### src/rtl/float_pkg.sv
// Shared IEEE-754 single-precision field definitions for the float/fixed conversion chain.
package float_pkg;

  localparam int FP32_BIAS  = 127;
  localparam int FP32_EXP_W = 8;
  localparam int FP32_MAN_W = 23;

  typedef struct packed {
    logic                  sign;
    logic [FP32_EXP_W-1:0] exp;
    logic [FP32_MAN_W-1:0] man;
  } fp32_t;

  localparam logic [FP32_EXP_W-1:0] EXP_ZERO    = '0;
  localparam logic [FP32_EXP_W-1:0] EXP_SPECIAL = '1;

endpackage

### src/rtl/iterated_float_to_fixed.sv
// Iterative fp32 -> signed WIDTH-bit integer converter, one mantissa bit per clock.
// Define ITERATED_FLOAT_TO_FIXED_ROUND_EN for round-half-away-from-zero; default truncates.
module iterated_float_to_fixed
  import float_pkg::*;
#(
  parameter int WIDTH = 8
) (
  input  logic             reset,
  input  logic             clk,
  input  logic             start,
  output logic             ready,
  output logic             done,
  input  logic [31:0]      float,
  output logic [WIDTH-1:0] fixed,
  output logic             ovf,
  output logic             inv
);

  typedef enum logic [1:0] {IDLE, SHIFT, OUT} state_t;

  localparam logic signed [9:0]  E_SAT   = 10'(WIDTH - 1);
  localparam logic [WIDTH-1:0]   POS_MAX = {1'b0, {(WIDTH-1){1'b1}}};
  localparam logic [WIDTH-1:0]   NEG_MIN = {1'b1, {(WIDTH-1){1'b0}}};

  state_t                state;
  logic                  sign;
  logic [FP32_MAN_W-1:0] man_sr;
  logic [WIDTH-1:0]      mag;
  logic [5:0]            cnt;
  fp32_t                 op;
  logic signed [9:0]     e;
  logic [WIDTH-1:0]      sat;
  logic [WIDTH-1:0]      sum;

  assign op    = fp32_t'(float);
  assign e     = $signed({2'b00, op.exp}) - $signed(10'(FP32_BIAS));
  assign sat   = op.sign ? NEG_MIN : POS_MAX;
  assign ready = (state == IDLE);

`ifdef ITERATED_FLOAT_TO_FIXED_ROUND_EN
  logic guard;
  assign sum = mag + WIDTH'(guard);
`else
  assign sum = mag;
`endif

  always_ff @(posedge clk) begin
    if (reset) begin
      state  <= IDLE;
      sign   <= 1'b0;
      man_sr <= '0;
      mag    <= '0;
      cnt    <= '0;
      fixed  <= '0;
      ovf    <= 1'b0;
      inv    <= 1'b0;
      done   <= 1'b0;
`ifdef ITERATED_FLOAT_TO_FIXED_ROUND_EN
      guard  <= 1'b0;
`endif
    end else begin
      done <= 1'b0;
      case (state)
        IDLE: begin
          if (start) begin
            sign   <= op.sign;
            man_sr <= op.man;
            mag    <= WIDTH'(1);
            cnt    <= e[5:0];
            if (op.exp == EXP_ZERO) begin
              fixed <= '0;
              ovf   <= 1'b0;
              inv   <= 1'b0;
              done  <= 1'b1;
            end else if (op.exp == EXP_SPECIAL) begin
              fixed <= (op.man != '0) ? '0 : sat;
              ovf   <= (op.man == '0);
              inv   <= (op.man != '0);
              done  <= 1'b1;
            end else if (e >= E_SAT) begin
              // -2^(WIDTH-1) is representable exactly; everything else at/above this exponent saturates
              if (op.sign && (e == E_SAT) && (op.man == '0)) begin
                fixed <= NEG_MIN;
                ovf   <= 1'b0;
              end else begin
                fixed <= sat;
                ovf   <= 1'b1;
              end
              inv  <= 1'b0;
              done <= 1'b1;
`ifdef ITERATED_FLOAT_TO_FIXED_ROUND_EN
            end else if (e == -10'sd1) begin
              mag   <= '0;
              guard <= 1'b1;
              state <= OUT;
`endif
            end else if (e < 10'sd0) begin
              fixed <= '0;
              ovf   <= 1'b0;
              inv   <= 1'b0;
              done  <= 1'b1;
            end else begin
`ifdef ITERATED_FLOAT_TO_FIXED_ROUND_EN
              guard <= op.man[FP32_MAN_W-1];
`endif
              state <= (e == 10'sd0) ? OUT : SHIFT;
            end
          end
        end

        SHIFT: begin
          mag    <= {mag[WIDTH-2:0], man_sr[FP32_MAN_W-1]};
          man_sr <= {man_sr[FP32_MAN_W-2:0], 1'b0};
          cnt    <= cnt - 6'd1;
`ifdef ITERATED_FLOAT_TO_FIXED_ROUND_EN
          guard  <= man_sr[FP32_MAN_W-2];
`endif
          if (cnt == 6'd1) state <= OUT;
        end

        OUT: begin
          // sum can only reach 2^(WIDTH-1) through rounding; that pattern is already -2^(WIDTH-1) when negated
          if (!sign && sum[WIDTH-1]) begin
            fixed <= POS_MAX;
            ovf   <= 1'b1;
          end else begin
            fixed <= sign ? -sum : sum;
            ovf   <= 1'b0;
          end
          inv   <= 1'b0;
          done  <= 1'b1;
          state <= IDLE;
        end

        default: state <= IDLE;
      endcase
    end
  end

endmodule

### config.mk
export PLATFORM = sky130hd
export DESIGN_NAME = iterated_float_to_fixed
export DESIGN_NICKNAME = d
export VERILOG_FILES = /design/src/rtl/float_pkg.sv /design/src/rtl/iterated_float_to_fixed.sv
export SDC_FILE = /design/constraint.sdc
export NUM_CORES = 1
export LEC_CHECK = 0
export BUFFER_PORTS_ARGS = -buffer_cell sky130_fd_sc_hd__buf_2
export CORE_MARGIN = 10
export CORE_UTILIZATION = 55
export DETAILED_ROUTE_END_ITERATION = 10
export MAX_ROUTING_LAYER = met4
export PLACE_DENSITY_LB_ADDON = 0.2
export SETUP_SLACK_MARGIN = 0.05
export SYNTH_ARGS = -nofsm -noshare
export SYNTH_HDL_FRONTEND = slang
export SYNTH_SLANG_ARGS = --single-unit
### constraint.sdc
create_clock -name clk -period 2.6 [get_ports clk]
set_clock_uncertainty 0.1 [all_clocks]
set_input_delay 0.26 -clock clk [delete_from_list [all_inputs] [get_ports clk]]
set_output_delay 0.26 -clock clk [all_outputs]
set_load 0.01 [all_outputs]
==> run_results.csv, run 1 <==
group,metric,value,unit
global_routing,globalRouteTotalUtil,0.160,
yosys,yosysUniqueCellTypes,43,
setup_path,setup.worst_path.end,"fixed[3]",
setup_path,worstPathMaxFanout,18,
setup_path,required_time_reported_for_the_critical_path_endpoint,2720,ps
placed_design,port_buffers,46,
setup_path,r2r_setup_slack,640,ps
yosys,postSynthAreaPerCell,7.77,um^2
power_and_ir_drop,total_power,1.79,mW
timing,final-setup-viol-count,0,
setup_path,rr_worst_depth,6,
yosys,mappedNetlistArea,2590,um^2
yosys,synthesis.yosys.warnings,0,
setup_path,worst_r2r_startpoint,"state[0]",
die,die_h,88.7,um
die,core_area,4470,um^2
setup_path,path_common_cell,"sky130_fd_sc_hd__nor2_1",
yosys,synth.cells.most_frequent,"85 x sky130_fd_sc_hd__nor2_1, 51 x sky130_fd_sc_hd__dfxtp_1, 29 x sky130_fd_sc_hd__nor4_1",
placed_design,gpl.final_weighted_congestion,0.811,
clocking,cts-resized-gates,0,
timing,worst_slew_pin_slew,885,ps
die,fp.dieArea,7870,um^2
finish,fin_nets,414,
timing,setup_total_negative_slack,0,ps
timing,ratio_of_final_minimum_period_to_clock_period,0.786,
setup_path,critical_path_source_type,"primary input",
global_routing,grt_most_used_layer,"met2",
finish,flow.area_growth_from_synthesis,15.5,%
setup_path,critical_path.cell_chain,"buf_2 -> ha_1 -> nand4_1 -> nor2_1 -> mux2_2 -> a311oi_4 -> buf_4 -> nor2_1 -> a311oi_1",
clocking,clock_latency,310,ps
clocking,cts.path.max_buffers,2,
yosys,yosys.area.top_type,"sky130_fd_sc_hd__dfxtp_1",
clocking,cts_buffer_count,5,
setup_path,end_kind,"register",
die,top_level_ports,47,
clocking,cts_tree,"built",
power_and_ir_drop,power_leakage,1.27,nW
yosys,synth_enable_flop_cells,0,
route,ant_nets,0,
die,rows,24,
global_routing,antenna_found_initial,0,
die,initial_core_util,0.580,
route,detail_route.iter0.violations,189,
outcome,outcome,"finished, final reports clean",
setup_path,worst-endpoint-arrival,2160,ps
timing,maxSlewViolCount,0,
setup_path,timing_worst_setup_path_type,"in -> reg",
yosys,net_count_of_the_mapped_netlist,375,
placed_design,post-dp-hpwl,4260,um
global_routing,grtUsageMet3,0.0276,
setup_path,setup.worst_path.start,"float[23]",
run,maxCapViolations,0,
timing,final.hold.worst_slack,109,ps
timing,min_period,2040,ps
yosys,synth_seq_area_share,0.393,
setup_path,critical_path.max_stage_delay,390,ps
power_and_ir_drop,peak_supply_drop,0.351,mV
clocking,cts_hold_buf,0,
global_routing,grt_max_degree,52,
finish,post_route_cells_drive_above_1_share,0.187,
die,die-width,88.7,um
yosys,ys_ff_latch,51,
min_path,min_path_type,"in -> reg",
yosys,ys.flop_type,"sky130_fd_sc_hd__dfxtp_1",
route,viasPerCell,5.81,
clocking,cts.root.buffer_cell,"sky130_fd_sc_hd__clkbuf_8",
global_routing,gr-usage-met2,0.249,
route,route.vias.total,2475,
finish,n_antenna_cell,0,
yosys,synth.most_common_cell,"sky130_fd_sc_hd__nor2_1",
clocking,clock_sink_count,51,
setup_path,slowest_stage,"sky130_fd_sc_hd__mux2_2",
route,detailedRoute.firstPassIterationCount,4,
global_routing,grt_overflow_total,0,
setup_path,crit-reg2reg-capture,"cnt[2]",
yosys,synth.area.top_cells,"sky130_fd_sc_hd__dfxtp_1 39%, sky130_fd_sc_hd__nor2_1 12%, sky130_fd_sc_hd__nor4_1 7.0%, sky130_fd_sc_hd__a21oi_1 3.5%, sky130_fd_sc_hd__nand2_1 3.3%",
timing,maxClockFrequency,489,MHz
route,route.detailed.wl_per_inst,13.9,um
yosys,top_cell_type_s_share_of_synthesized_area,0.393,
global_routing,grt_first_pass_wirelength,10200,um
global_routing,globalRouteMet1Util,0.206,
clocking,cts_htree_levels,2,
route,drt_wl_total,5930,um
timing,timing.max_slew.rel_slack,0.410,
clocking,postCtsSetupRepairBufs,0,
route,drc_errors,0,
power_and_ir_drop,power-per-cell-area,597,nW/um^2
yosys,synth_async_sr_flop_share,0,
global_routing,first_global_vias,2360,
timing,rsz0062_at_grt,"false",
timing,hold_viol,0,
clocking,cts.reportedPaths.clkPinSlew,100,ps
yosys,syn_inst,334,
registers in the layout, summed over array words and instances (netlist names):
signal,cells
man_sr,23
fixed,8
mag,8
cnt,6
state,2
done,1
inv,1
ovf,1
sign,1
critical path: cells and delay by family:
kind | cells | cell delay [ps]
AO/OA/AOI/OAI | 2 | 470
AND/OR/NAND/NOR | 3 | 430
multiplexers | 1 | 390
buffers and inverters | 2 | 370
adder cells (fa/ha/maj) | 1 | 230
area by class of cell:
cell class	count	area (um^2)
fill	390	1480
multi-input combinational	254	1460
sequential	51	1020
timing repair buffer	53	283
clock inverter	3	71.3
clock buffer	5	68.8
tap	52	65.1
inverter	8	30.0
layout by cell type (no fill, tap or decap), types with 2 or more instances in the layout:
cell	Yosys	layout
sky130_fd_sc_hd__nand2_1	23	23
sky130_fd_sc_hd__nor2b_1	5	5
sky130_fd_sc_hd__nand2b_1	8	8
sky130_fd_sc_hd__nand3b_1	2	2
sky130_fd_sc_hd__and2_1	2	2
sky130_fd_sc_hd__dfxtp_1	51	51
sky130_fd_sc_hd__clkbuf_8	0	5
sky130_fd_sc_hd__nor2_1	85	85
sky130_fd_sc_hd__nor3_1	5	5
sky130_fd_sc_hd__ha_1	6	6
sky130_fd_sc_hd__buf_2	0	46
sky130_fd_sc_hd__a311oi_1	6	6
sky130_fd_sc_hd__a211oi_1	2	2
sky130_fd_sc_hd__xor2_1	4	4
sky130_fd_sc_hd__nand4_1	3	3
sky130_fd_sc_hd__a22oi_1	2	2
sky130_fd_sc_hd__a31oi_1	5	5
sky130_fd_sc_hd__or3_1	2	2
sky130_fd_sc_hd__bufinv_16	0	2
sky130_fd_sc_hd__nor4_1	29	29
sky130_fd_sc_hd__buf_4	0	7
sky130_fd_sc_hd__nand3_1	12	12
sky130_fd_sc_hd__a21oi_1	18	18
sky130_fd_sc_hd__xnor2_1	5	5
sky130_fd_sc_hd__inv_1	8	8
sky130_fd_sc_hd__o221ai_1	6	6
sky130_fd_sc_hd__o21ai_0	6	6
sky130_fd_sc_hd__a221oi_1	2	2
kinds of logic (layout without fill, tap and decap cells):
group / after synthesis / count (layout) / synth area share
xor gates and xnor gates: 10 / 10 / 0.0366
muxes: 2 / 2 / 0.00820
AOI/OAI and AO/OA: 55 / 55 / 0.161
and+or+nand+nor: 181 / 181 / 0.327
adders and majority gates: 6 / 6 / 0.0289
DFF: 51 / 51 / 0.393
buffers and inverters: 29 / 69 / 0.0448
metrics by stage:
step | worst slack (ps) | area, um^2 | std cells | util
after floorplan | 488 | 2590 | 334 | -
final | 557 | 3000 | 426 | 0.670
after CTS | 560 | 3000 | 426 | 0.670
after detailed placement | 228 | 2860 | 418 | 0.638
after global routing | 370 | 3000 | 426 | 0.670
after global placement | 301 | 2860 | 418 | 0.638
report_power, final:
part,total [mW],internal (mW),leakage (nW),switching (mW)
sequential,0.861,0.831,0.420,0.0296
combinational,0.260,0.106,0.775,0.153
clock,0.668,0.391,0.0703,0.277
worst min path at each step:
stage / from / slack (ps) / endpoint / cells past startpoint
CTS: float[0] / 100 / man_sr[0] / 3
floorplan: float[31] / 300 / sign / 2
detailed placement: man_sr[22] / 350 / man_sr[22] / 2
finish: float[0] / 110 / man_sr[0] / 3
global route: float[0] / 120 / man_sr[0] / 3
global placement: man_sr[22] / 350 / man_sr[22] / 2
metal layers:
metal | share of wire | up-vias
met4 | 0.012 | 0
met5 | 0 | -
met2 | 0.43 | 85
met1 | 0.50 | 1125
met3 | 0.057 | 8
li1 | - | 1257
Note: power is estimated with default switching activity, not from simulation.
==> inputs of run 2 (changes only) <==
--- a/config.mk
+++ b/config.mk
@@ -7,7 +7,7 @@
 export LEC_CHECK = 0
 export BUFFER_PORTS_ARGS = -buffer_cell sky130_fd_sc_hd__buf_2
 export CORE_MARGIN = 10
-export CORE_UTILIZATION = 55
+export CORE_UTILIZATION = 50
 export DETAILED_ROUTE_END_ITERATION = 10
 export MAX_ROUTING_LAYER = met4
 export PLACE_DENSITY_LB_ADDON = 0.2
==> constraint.sdc (replaced) <==
create_clock -name clk -period 1.8 [get_ports clk]
set_clock_uncertainty 0.1 [all_clocks]
set_input_delay 0.18 -clock clk [delete_from_list [all_inputs] [get_ports clk]]
set_output_delay 0.18 -clock clk [all_outputs]
set_load 0.01 [all_outputs]
==> run 2 against run 1 <==
Worst hold slack worse by 50 ps. Non-clock buffer count grew 50. Via count is 9.5% higher. Register-to-register slack worse by 540 ps. Wire length grew 14%. Sequential power increased by 44%. Die area increased by 7.7%. First-iteration DRC count decreased by 14%. Worst setup slack got worse by 490 ps. Critical path type unchanged. Largest cell class unchanged. Largest power group unchanged.
==> run_results.csv, run 2 (synthesized netlist as in run 1, its figures left out) <==
group,metric,value,unit
timing,worst_slew_pin_slew,546,ps
global_routing,first_global_vias,2659,
clocking,cts_hold_buf,0,
setup_path,worst_r2r_startpoint,"state[1]",
finish,layout.area.seq,1030,um^2
power_and_ir_drop,peak_supply_drop,0.435,mV
setup_path,worst-endpoint-arrival,1860,ps
power_and_ir_drop,p_clk_frac,0.320,
placed_design,gpl.final_weighted_congestion,0.910,
setup_path,setup.worst_path.end,"fixed[6]",
finish,flow.area_growth_from_synthesis,36.9,%
placed_design,post-dp-hpwl,5010,um
clocking,cts_htree_levels,2,
timing,rsz0062_at_grt,"true",
power_and_ir_drop,pwr-share-comb,0.194,
route,route.vias.total,2709,
clocking,cts.path.max_buffers,2,
route,viasPerCell,5.48,
setup_path,timing_worst_setup_path_type,"in -> reg",
timing,hold_viol,0,
timing,timing.max_slew.rel_slack,0.636,
timing,maxClockFrequency,575,MHz
timing,maxSlewViolCount,0,
timing,setup_total_negative_slack,0,ps
finish,fin_nets,464,
global_routing,grt_max_degree,31,
route,drt_wl_total,6740,um
placed_design,port_buffers,46,
power_and_ir_drop,power.net_switching,0.695,mW
run,maxCapViolations,0,
clocking,cts_tree,"built",
clocking,clock_sink_count,51,
clocking,cts.reportedPaths.clkPinSlew,100,ps
finish,post_route_cells_drive_above_1_share,0.325,
global_routing,grt_overflow_total,0,
setup_path,critical_path_source_type,"primary input",
setup_path,end_kind,"register",
route,drc_errors,0,
die,top_level_ports,47,
die,die-width,92.0,um
min_path,min_path_type,"in -> reg",
route,ant_nets,0,
power_and_ir_drop,netSwitchingFraction,0.272,
clocking,cts_buffer_count,5,
global_routing,grt_first_pass_wirelength,11400,um
power_and_ir_drop,power-per-cell-area,719,nW/um^2
die,core_area,5070,um^2
finish,most_frequent_cells_in_the_layout,"84 x sky130_fd_sc_hd__nor2_1, 53 x sky130_fd_sc_hd__buf_4, 49 x sky130_fd_sc_hd__dfxtp_1",
finish,regMostFlops,"man_sr",
die,initial_core_util,0.511,
setup_path,setup.worst_path.start,"float[24]",
finish,n_antenna_cell,0,
die,fp.dieArea,8470,um^2
power_and_ir_drop,cellInternalPower,1.86,mW
setup_path,worstPathMaxFanout,14,
timing,final-setup-viol-count,0,
clocking,clock_latency,310,ps
clocking,cts.root.buffer_cell,"sky130_fd_sc_hd__clkbuf_8",
global_routing,antenna_found_initial,0,
finish,layout_commonest_cell,"sky130_fd_sc_hd__nor2_1",
finish,fillers,424,
route,route.detailed.wl_per_inst,13.6,um
global_routing,globalRouteTotalUtil,0.161,
setup_path,required_time_reported_for_the_critical_path_endpoint,1920,ps
route,detailedRoute.firstPassIterationCount,5,
timing,ratio_of_final_minimum_period_to_clock_period,0.966,
die,die_h,92.0,um
finish,multi_input_comb_area,1560,um^2
outcome,outcome,"finished, final reports clean",
timing,min_period,1740,ps
power_and_ir_drop,power_leakage,1.54,nW
die,rows,26,
setup_path,rr_worst_depth,5,
setup_path,crit-reg2reg-capture,"fixed[3]",
finish,top_regs,"man_sr: 23 flops, fixed: 8 flops, mag: 8 flops",
route,detail_route.iter0.violations,162,
finish,largest_register_ffs,23,
setup_path,r2r_setup_slack,100,ps
power_and_ir_drop,seq_power_share,0.486,
finish,postLayoutCoreUtil,0.700,
==> run 2: area by class of cell <==
type / instances / area share
Multi-Input combinational cell: 254 / 0.439
Clock inverter: 3 / 0.0130
Timing Repair Buffer: 103 / 0.207
Sequential cell: 51 / 0.289
Clock buffer: 5 / 0.0194
Inverter: 8 / 0.00845
Tap cell: 70 / 0.0246
==> run 2: worst max-delay path, cell delays in order <==
cell and delay (ps):
sky130_fd_sc_hd__buf_8 100, sky130_fd_sc_hd__ha_4 150, sky130_fd_sc_hd__buf_4 130, sky130_fd_sc_hd__xor2_2 190
sky130_fd_sc_hd__a21oi_1 100, sky130_fd_sc_hd__mux2_4 280, sky130_fd_sc_hd__a311oi_4 250, sky130_fd_sc_hd__buf_12 180
sky130_fd_sc_hd__nor2_1 60, sky130_fd_sc_hd__a311oi_2 240
==> run 2: worst min-delay path by stage <==
| stage | endpoint | startpoint | slack [ps] | cells past startpoint |
|---|---|---|---|---|
| after floorplan | sign | float[31] | 220 | 2 |
| after global placement | man_sr[22] | man_sr[22] | 350 | 2 |
| after detailed placement | man_sr[22] | man_sr[22] | 350 | 2 |
| after CTS | sign | float[31] | 50 | 3 |
| after global routing | sign | float[31] | 60 | 3 |
| final | sign | float[31] | 60 | 3 |
==> run 2: what timing repair did <==
| item | 4_1_cts | 5_1_grt |
|---|---|---|
| setup buffers | 1 | 4 |
| pin swaps | 3 | 10 |
| gates resized for setup | 2 | 32 |
| endpoints found under the setup margin | 9 | 28 |
==> run 2: routing by layer <==
metal	GRT usage	wire, um	part of all wire	vias up
met2	0.266	3060	0.45	90
met1	0.191	3160	0.47	1251
met4	0.0437	85	0.013	0
met3	0.0359	433	0.064	14
li1	-	-	-	1354
met5	-	0	0	-
==> run 2: power groups by stage <==
stage / clock network (mW) / logic, mW / registers [mW]
6_report: 0.817 / 0.496 / 1.24
5_1_grt: 0.885 / 0.548 / 1.25
4_1_cts: 0.838 / 0.467 / 1.24
3_5_place_dp: 0 / 0.461 / 1.27
3_3_place_gp: 0 / 0.451 / 1.27
2_1_floorplan: 0 / 0.252 / 1.27
==> run 2: through the flow <==
step           hold WS [ps]  instance area (um^2)  power [mW]  setup slack (ps)  std cells
2_1_floorplan           216                  2620        1.52             -11.7        334
3_3_place_gp            348                  3270        1.72              -316        481
3_5_place_dp            350                  3270        1.73              -465        481
4_1_cts                46.2                  3400        2.55              63.3        490
5_1_grt                59.2                  3550        2.69             -7.02        494
6_report               59.2                  3550        2.55              61.8        494
==> inputs of run 3 (changes only) <==
--- a/config.mk
+++ b/config.mk
@@ -6,7 +6,7 @@
 export NUM_CORES = 1
 export LEC_CHECK = 0
 export BUFFER_PORTS_ARGS = -buffer_cell sky130_fd_sc_hd__buf_2
-export CORE_MARGIN = 10
+export CORE_MARGIN = 1.5
 export CORE_UTILIZATION = 50
 export DETAILED_ROUTE_END_ITERATION = 10
 export MAX_ROUTING_LAYER = met4
==> run 3 against run 2 <==
Via count down 1.3%. Cell count stayed put. Global-route usage increased by 8.1 points. Non-clock buffer count stayed put. Sequential share of layout area up 0.50 points. Critical path depth decreased by 3. Sequential cell count unchanged. Critical path type unchanged. Clock power shrank 14%. Sequential power barely moved. Final area shrank 1.7%. Register-to-register slack hardly changed.
==> run_results.csv, run 3 (synthesized netlist as in run 1, its figures left out) <==
group,metric,value,unit
setup_path,critical_path_source_type,"primary input",
placed_design,placedInstanceArea,3240,um^2
placed_design,dp.cells,479,
clocking,cts.path.max_buffers,2,
route,route.detailed.wl_per_inst,12.3,um
finish,post_route_cells_drive_above_1_share,0.318,
die,fp.dieArea,5630,um^2
clocking,cts.reportedPaths.clkPinSlew,100,ps
min_path,timing.hold.worst_path_depth,3,
global_routing,grt_max_degree,25,
setup_path,worst-endpoint-arrival,1840,ps
setup_path,rr_worst_depth,5,
setup_path,worstPathMaxFanout,5,
setup_path,slowest_stage,"sky130_fd_sc_hd__o211a_1",
setup_path,cp.buffers_inverters,1,
global_routing,grt_first_pass_wirelength,10400,um
clocking,cts_hold_buf,0,
route,drt_wl_total,6080,um
die,top_level_ports,47,
finish,layout_commonest_cell,"sky130_fd_sc_hd__nor2_1",
run,maxCapViolations,0,
timing,worst_slew_pin_slew,420,ps
timing,maxSlewViolCount,0,
clocking,cts_tree,"built",
clocking,cts.root.buffer_cell,"sky130_fd_sc_hd__clkbuf_8",
setup_path,worst_path_dominant_cell_family,"compound AO/OA/AOI/OAI gates",
global_routing,globalRouteTotalUtil,0.242,
placed_design,port_buffers,46,
die,core_area,5040,um^2
finish,postLayoutCoreUtil,0.693,
placed_design,post-place-ws,-383,ps
clocking,cts_buffer_count,5,
timing,final.hold.worst_slack,47.4,ps
timing,rsz0062_at_grt,"true",
route,route.vias.total,2673,
min_path,min_from,"float[1]",
setup_path,critical_path.max_stage_delay,330,ps
timing,ratio_of_final_minimum_period_to_clock_period,0.954,
finish,largest_register_ffs,23,
power_and_ir_drop,peak_supply_drop,0.420,mV
global_routing,grt_overflow_total,0,
route,detail_route.iter0.violations,129,
die,rows,26,
setup_path,required_time_reported_for_the_critical_path_endpoint,1930,ps
route,viasPerCell,5.41,
setup_path,timing_worst_setup_path_type,"in -> reg",
global_routing,first_global_vias,2440,
setup_path,crit-reg2reg-capture,"fixed[5]",
timing,timing.final.ws_setup,82.4,ps
finish,fin_nets,464,
clocking,clock_latency,300,ps
die,initial_core_util,0.515,
placed_design,gpl.final_weighted_congestion,0.839,
die,die-width,75.0,um
finish,flow.area_growth_from_synthesis,34.6,%
timing,timing.max_slew.rel_slack,0.720,
finish,most_frequent_cells_in_the_layout,"84 x sky130_fd_sc_hd__nor2_1, 56 x sky130_fd_sc_hd__buf_4, 49 x sky130_fd_sc_hd__dfxtp_1",
min_path,min_path_type,"in -> reg",
setup_path,setup.worst_path.start,"float[11]",
die,die_h,75.0,um
setup_path,worst_r2r_startpoint,"state[1]",
power_and_ir_drop,power-per-cell-area,694,nW/um^2
setup_path,end_kind,"register",
timing,final-setup-viol-count,0,
setup_path,critical_path.cell_chain,"buf_2 -> nor4_1 -> nand4_1 -> o211a_1 -> a2111oi_4 -> nand2b_1 -> a311oi_1",
finish,final_cell_area,3490,um^2
power_and_ir_drop,power_leakage,1.52,nW
setup_path,r2r_setup_slack,100,ps
global_routing,antenna_found_initial,0,
timing,setup_total_negative_slack,0,ps
min_path,worst_hold_path.endpoint,"man_sr[1]",
route,ant_nets,0,
finish,top_regs,"man_sr: 23 flops, fixed: 8 flops, mag: 8 flops",
placed_design,post-dp-hpwl,4430,um
finish,fillers,419,
clocking,cts_htree_levels,2,
timing,hold_viol,0,
power_and_ir_drop,total_power,2.42,mW
outcome,outcome,"finished, final reports clean",
timing,maxClockFrequency,582,MHz
finish,final_cell_count_no_fill,494,
finish,n_antenna_cell,0,
timing,min_period,1720,ps
clocking,clock_sink_count,51,
finish,regMostFlops,"man_sr",
route,detailedRoute.firstPassIterationCount,4,
route,drc_errors,0,
[run 3: cell types whose count changed in the layout (fill, tap and decap cells not counted), sizes merged]
| cell | delta |
|---|---|
| bufinv | -1 |
| clkbuf | +1 |
| clkinv | +1 |
| clkinvlp | -1 |
[run 3: layout make-up]
type	count	area (um^2)	share of cell area
clock buffer	6	82.6	0.0236
timing repair buffer	103	699	0.200
multi-input combinational	254	1550	0.445
inverter	8	30.0	0.00860
tap	70	87.6	0.0251
sequential	51	1030	0.294
clock inverter	2	13.8	0.00394
[run 3: worst reg2reg max path, cell delays in order, from the launching register on]
cell                        delay, ps
sky130_fd_sc_hd__dfxtp_4          380
sky130_fd_sc_hd__nor2b_1          150
sky130_fd_sc_hd__buf_4            150
sky130_fd_sc_hd__a2111oi_4        350
sky130_fd_sc_hd__nand2b_1         230
sky130_fd_sc_hd__a311oi_1         280
[run 3: timing repair]
action,in CTS,in global routing
pin swaps,3,10
cloned,0,0
setup endpoints to repair,5,11
gates resized for setup,0,23
buffers inserted,3,4
[run 3: power by group]
part           internal (mW)  leakage [nW]  switching [mW]
sequential              1.20         0.422          0.0415
combinational          0.233          1.05           0.247
clock                  0.315        0.0516           0.387
total                   1.75          1.52           0.676
[run 3: worst max-delay path by stage]
stage	to	slack, ps	cells after the start
2_1_floorplan	fixed[0]	-10	8
3_3_place_gp	fixed[4]	-320	7
6_report	fixed[5]	80	7
4_1_cts	fixed[7]	50	8
5_1_grt	fixed[5]	-110	7
3_5_place_dp	fixed[4]	-380	7
[run 3: metal layers]
metal  vias up  GRT usage  wire, um
met5         -          -         0
met4         0     0.0646        56
met3         4     0.0415       344
met2        79      0.400      2790
met1      1233      0.304      2890
li1       1357          -         -
